File: src/rtl/hsv_hue_sat.sv
// hsv_hue_sat: saturation and hue from R/G/B/max/min via one shared 16-step restoring divider.
// Define HSV_GRAY_SHORTCUT_EN to send grey pixels (max == min) straight to DONE.
module hsv_hue_sat (
  input  logic              clk,
  input  logic              rst_n,
  input  logic signed [9:0] R,
  input  logic signed [9:0] G,
  input  logic signed [9:0] B,
  input  logic signed [9:0] V,
  input  logic signed [9:0] min,
  input  logic              in_valid,
  output logic              in_ready,
  output logic [8:0]        H,
  output logic [7:0]        S,
  output logic [7:0]        V_out,
  output logic              out_valid,
  input  logic              out_ready
);
  typedef enum logic [1:0] {IDLE, DIV_S, DIV_H, DONE} state_t;
  state_t state;
  logic [7:0] r_q, g_q, b_q, v_q, delta, s_q, rem, rem_n, dvs, delta_in, mag;
  logic [15:0] dq, dq_n;
  logic [3:0] cnt;
  logic [8:0] rem_sh, num, off;
  logic [6:0] hq;
  logic [10:0] h_sum, h_adj;
  logic [8:0] h_fin;
  logic ge;
  logic unused;
  assign unused = ^{R[9:8], G[9:8], B[9:8], V[9:8], min[9:8]};
  assign in_ready = state == IDLE;
  assign delta_in = V[7:0] - min[7:0];
  // one restoring step: shift in the next dividend bit, subtract when it fits
  assign dvs = state == DIV_S ? v_q : delta;
  assign rem_sh = {rem, dq[15]};
  assign ge = rem_sh >= {1'b0, dvs};
  assign rem_n = ge ? 8'(rem_sh - {1'b0, dvs}) : rem_sh[7:0];
  assign dq_n = {dq[14:0], ge};
  // hue sector by max-component priority; num is a 9-bit two's-complement difference
  assign num = v_q == r_q ? {1'b0, g_q} - {1'b0, b_q} :
               v_q == g_q ? {1'b0, b_q} - {1'b0, r_q} : {1'b0, r_q} - {1'b0, g_q};
  assign off = v_q == r_q ? 9'd0 : v_q == g_q ? 9'd120 : 9'd240;
  assign mag = num[8] ? 8'(~num[7:0] + 8'd1) : num[7:0];
  assign hq = delta == 8'd0 ? 7'd0 : dq_n[6:0];
  assign h_sum = num[8] ? {2'b0, off} - {4'b0, hq} : {2'b0, off} + {4'b0, hq};
  assign h_adj = h_sum[10] ? h_sum + 11'd360 : h_sum;
  assign h_fin = h_adj == 11'd360 ? 9'd0 : h_adj[8:0];
  always_ff @(posedge clk or negedge rst_n) begin
    if (!rst_n) begin
      state <= IDLE;
      {r_q, g_q, b_q, v_q, delta, s_q, rem} <= '0;
      dq <= '0;
      cnt <= '0;
      H <= '0;
      S <= '0;
      V_out <= '0;
      out_valid <= 1'b0;
    end else begin
      case (state)
        IDLE: if (in_valid) begin
          r_q <= R[7:0];
          g_q <= G[7:0];
          b_q <= B[7:0];
          v_q <= V[7:0];
          delta <= delta_in;
          dq <= 16'd255 * {8'd0, delta_in};
          rem <= '0;
          cnt <= '0;
          state <= DIV_S;
`ifdef HSV_GRAY_SHORTCUT_EN
          if (delta_in == 8'd0) begin
            H <= '0;
            S <= '0;
            V_out <= V[7:0];
            out_valid <= 1'b1;
            state <= DONE;
          end
`endif
        end
        DIV_S: begin
          rem <= rem_n;
          dq <= dq_n;
          cnt <= cnt + 4'd1;
          if (cnt == 4'd15) begin
            s_q <= v_q == 8'd0 ? 8'd0 : dq_n[7:0];
            dq <= 16'd60 * {8'd0, mag};
            rem <= '0;
            state <= DIV_H;
          end
        end
        DIV_H: begin
          rem <= rem_n;
          dq <= dq_n;
          cnt <= cnt + 4'd1;
          if (cnt == 4'd15) begin
            H <= h_fin;
            S <= s_q;
            V_out <= v_q;
            out_valid <= 1'b1;
            state <= DONE;
          end
        end
        DONE: if (out_ready) begin
          out_valid <= 1'b0;
          state <= IDLE;
        end
      endcase
    end
  end
endmodule

File: config.mk
export PLATFORM = sky130hd
export DESIGN_NAME = hsv_hue_sat
export DESIGN_NICKNAME = d
export VERILOG_FILES = /design/src/rtl/hsv_hue_sat.sv
export SDC_FILE = /design/constraint.sdc
export NUM_CORES = 1
export LEC_CHECK = 0
export CAP_MARGIN = 20
export CELL_PAD_IN_SITES_DETAIL_PLACEMENT = 0
export CELL_PAD_IN_SITES_GLOBAL_PLACEMENT = 1
export CORE_AREA = 2 2 134 162
export CTS_CLUSTER_DIAMETER = 120
export DETAILED_ROUTE_END_ITERATION = 12
export DIE_AREA = 0 0 136 164
export GPL_ROUTABILITY_DRIVEN = 0
export PLACE_DENSITY = 0.77
export SLEW_MARGIN = 20
export SYNTH_ARGS = -nofsm -noshare
export SYNTH_HDL_FRONTEND = slang
export SYNTH_SLANG_ARGS = --single-unit
File: constraint.sdc
create_clock -name clk -period 6.91 [get_ports clk]
set_input_delay 0.691 -clock clk [delete_from_list [all_inputs] [get_ports clk]]
set_output_delay 0.691 -clock clk [all_outputs]
set_load 0.01 [all_outputs]
==> impl_metrics.ini <==
[yosys]
synth_top_family_by_area = adder cells
synth-seq-area-share_pct = 27.6
synth_fa_ha_area_share_pct = 22.4
ys_types = 77
synth.cell_area_um2 = 9420
synth_seq_cells = 104
async_reset_ff_share_pct = 100
ys.warnings.count = 0
synth_xor_area_share_pct = 8.09
yosys.area_share.simple_pct = 11.0
syn-num-nets = 1198
syn_inst = 998
ys.flop_type = dfrtp_1
synth_compound_area_share_pct = 15.7
synthMuxAreaShare_pct = 9.06
synth_edf_count = 0
avgSynthCellArea_um2 = 9.44

[routing]
routedWlPerCell_um = 17.0
vias_per_cell = 5.34
drt_iter0_markers = 324
drc = 0
dr.pass1.iters = 5
wirelength_mm = 23.0
final_antenna_net_count = 0
num_vias = 7224

[floorplan]
fp.dieH_um = 164
die_x_um = 136
coreArea_um2 = 20800
dieArea_um2 = 22300
start_util_pct = 45.4
io_pins = 81
row_count = 58

[sta]
worstMarginPinSlew_ps = 887
slew_violations = 0
rsz0062_at_grt = no
setup_viol = 0
period_needed_ps = 6370
maxClockFrequency_mhz = 157
period_share_pct = 92.2
clock_skew_ps = 10.2
relSlewSlack_pct = 40.9
hold_viol = 0
final.setup.tns_ps = 0

[layout]
drive_gt1_share_pct = 11.4
syn2layout_area_growth_pct = 15.3
nNetsFinal = 1278
top_register = dq
antenna_cells = 0
largest_reg_flops = 16
top_regs = dq x16, H x9

[clocking]
cts_made_buffers = 9
cts_max_level = 3
post-cts-setup-buffers = 0
clkTransAtPathRegs_ps = 90
clk_latency_ps = 370
clock-sinks = 104
clockBufferDepth = 2
cts_tree = yes
cts-root-buf = clkbuf_16

[grt]
overflow = 0
grt_usage_pct = 22.0
grt_pass1_vias = 7266
grt_max_degree = 65
grt_pass1_wl_mm = 38.2
antenna_found_initial = 0

[run_status]
status = finished clean

[critical_path]
crit_type = in2reg
crit_path_start_kind = input port
worst-path-max-fanout = 3
endpoint_kind = flop
rrSetupSlack_ps = 870
r2r-end = dq[13]$_DFFE_PN0P_
timing.rr.start = v_q[7]$_DFFE_PN0P_
arrival_ps = 6660
critPathRequiredTime_ps = 7190
cp-startpoint = V[1]
reg2regPathDepth = 24

[hold_path]
worstHoldPathType = in2async

[placement]
io_buffers = 70
place_hpwl_mm = 18.2

[run]
max-cap-violations = 0
-- final cells by class --
type / instances / area (um^2)
clock buffer: 9 / 225
clock inverter: 7 / 86.3
fill: 2025 / 9890
inverter: 124 / 465
multi-input combinational: 745 / 6270
sequential: 104 / 2600
tap: 270 / 338
timing repair buffer: 94 / 878
-- cell usage after synthesis, types with 3 or more instances --
library cell	count	area share, %
a21boi_0	6	0.48
a21o_1	10	0.80
a21oi_1	48	2.5
a221oi_1	3	0.28
a222oi_1	5	0.53
a22o_1	11	1.0
a22oi_1	5	0.40
a31oi_1	7	0.46
and2_1	4	0.27
and3_1	5	0.33
buf_2	4	0.21
clkbuf_1	19	0.76
dfrtp_1	104	28
fa_1	38	8.1
ha_1	108	14
inv_1	123	4.9
mux2_2	53	6.3
mux2i_1	22	2.3
nand2_1	78	3.1
nand2b_1	13	0.86
nand3_1	8	0.42
nand4_1	3	0.20
nor2_1	62	2.5
nor2b_1	6	0.40
nor3_1	9	0.48
nor3b_1	3	0.24
nor4_1	4	0.27
nor4_2	3	0.40
o21a_1	9	0.72
o21ai_0	67	3.6
o21ai_1	6	0.32
o21bai_1	8	0.64
o31a_1	5	0.46
o31ai_1	8	0.64
or3_1	4	0.27
xnor2_1	51	4.7
xor2_1	26	2.4
-- per-layer routing --
metal	GRT usage, %	part of all wire [%]	vias up
li1	-	-	3601
met1	28.3	46	3488
met4	6.63	2.3	0
met2	38.6	50	99
met3	2.75	2.1	36
met5	0	0	-
-- what timing repair did --
action	in CTS	in global routing
setup endpoints to repair	0	1
hold buffers	0	0
hold endpoints to repair	0	0
resized for setup	0	3
-- placed cells by master (no fill, tap or decap), types with 9 or more instances in the layout --
cell type,synthesis,final
nor2_1,62,62
mux2_2,53,53
o21a_1,9,9
clkbuf_16,0,9
a22o_1,11,11
inv_1,123,123
dfrtp_1,104,104
xnor2_1,51,51
mux2i_1,22,22
buf_4,1,25
nor3_1,9,9
nand2_1,78,77
nand2b_1,13,13
fa_1,38,38
o21ai_0,67,67
a21o_1,10,10
xor2_1,26,26
ha_1,108,108
a21oi_1,48,48
clkdlybuf4s50_1,0,69
-- stage by stage --
stage	hold WS (ps)	utilization [%]	cells	worst slack, ps	instance area [um^2]
after floorplan	395	-	998	576	9420
after global routing	315	52.3	1353	65.4	10900
after CTS	298	52.3	1353	392	10800
final	276	52.3	1353	539	10900
after detailed placement	469	50.8	1337	31.1	10500
after global placement	461	50.8	1337	51.5	10500
-- worst max-delay path, cell delays in order --
cell             delay (ps)
clkdlybuf4s50_1         470
ha_1                    310
a21o_1                  170
a21o_1                  190
a21oi_1                 140
o21bai_1                100
a21o_1                  180
a21oi_1                 160
xnor2_1                 210
fa_1                    520
fa_1                    540
fa_1                    550
inv_1                    50
fa_1                    530
inv_1                    40
ha_1                    290
buf_4                   140
a21oi_1                 140
nand2b_1                120
a21boi_0                110
o31a_1                  270
o41ai_1                 300
xnor2_1                 160
a22oi_1                  80
o21ai_0                 170
-- kinds of logic after synthesis --
kind of cell | count (synthesis)
AND/OR/NAND/NOR | 217
flip-flops | 104
XOR/XNOR | 81
adder cells (fa/ha/maj) | 146
AO/OA/AOI/OAI | 224
multiplexers | 77
buffers and inverters | 149
-- worst max-delay path by stage --
stage / to / slack [ps] / depth (start not counted)
after global routing: dq[15]$_DFFE_PN0P_ / 70 / 27
after floorplan: dq[15]$_DFFE_PN0P_ / 580 / 26
after CTS: dq[15]$_DFFE_PN0P_ / 390 / 25
final: dq[14]$_DFFE_PN0P_ / 540 / 25
after detailed placement: dq[15]$_DFFE_PN0P_ / 30 / 27
after global placement: dq[15]$_DFFE_PN0P_ / 50 / 27
Power is left out: the tool's default activity adds up to more than one toggle a clock period on the data nets, which glitch-free logic cannot reach.
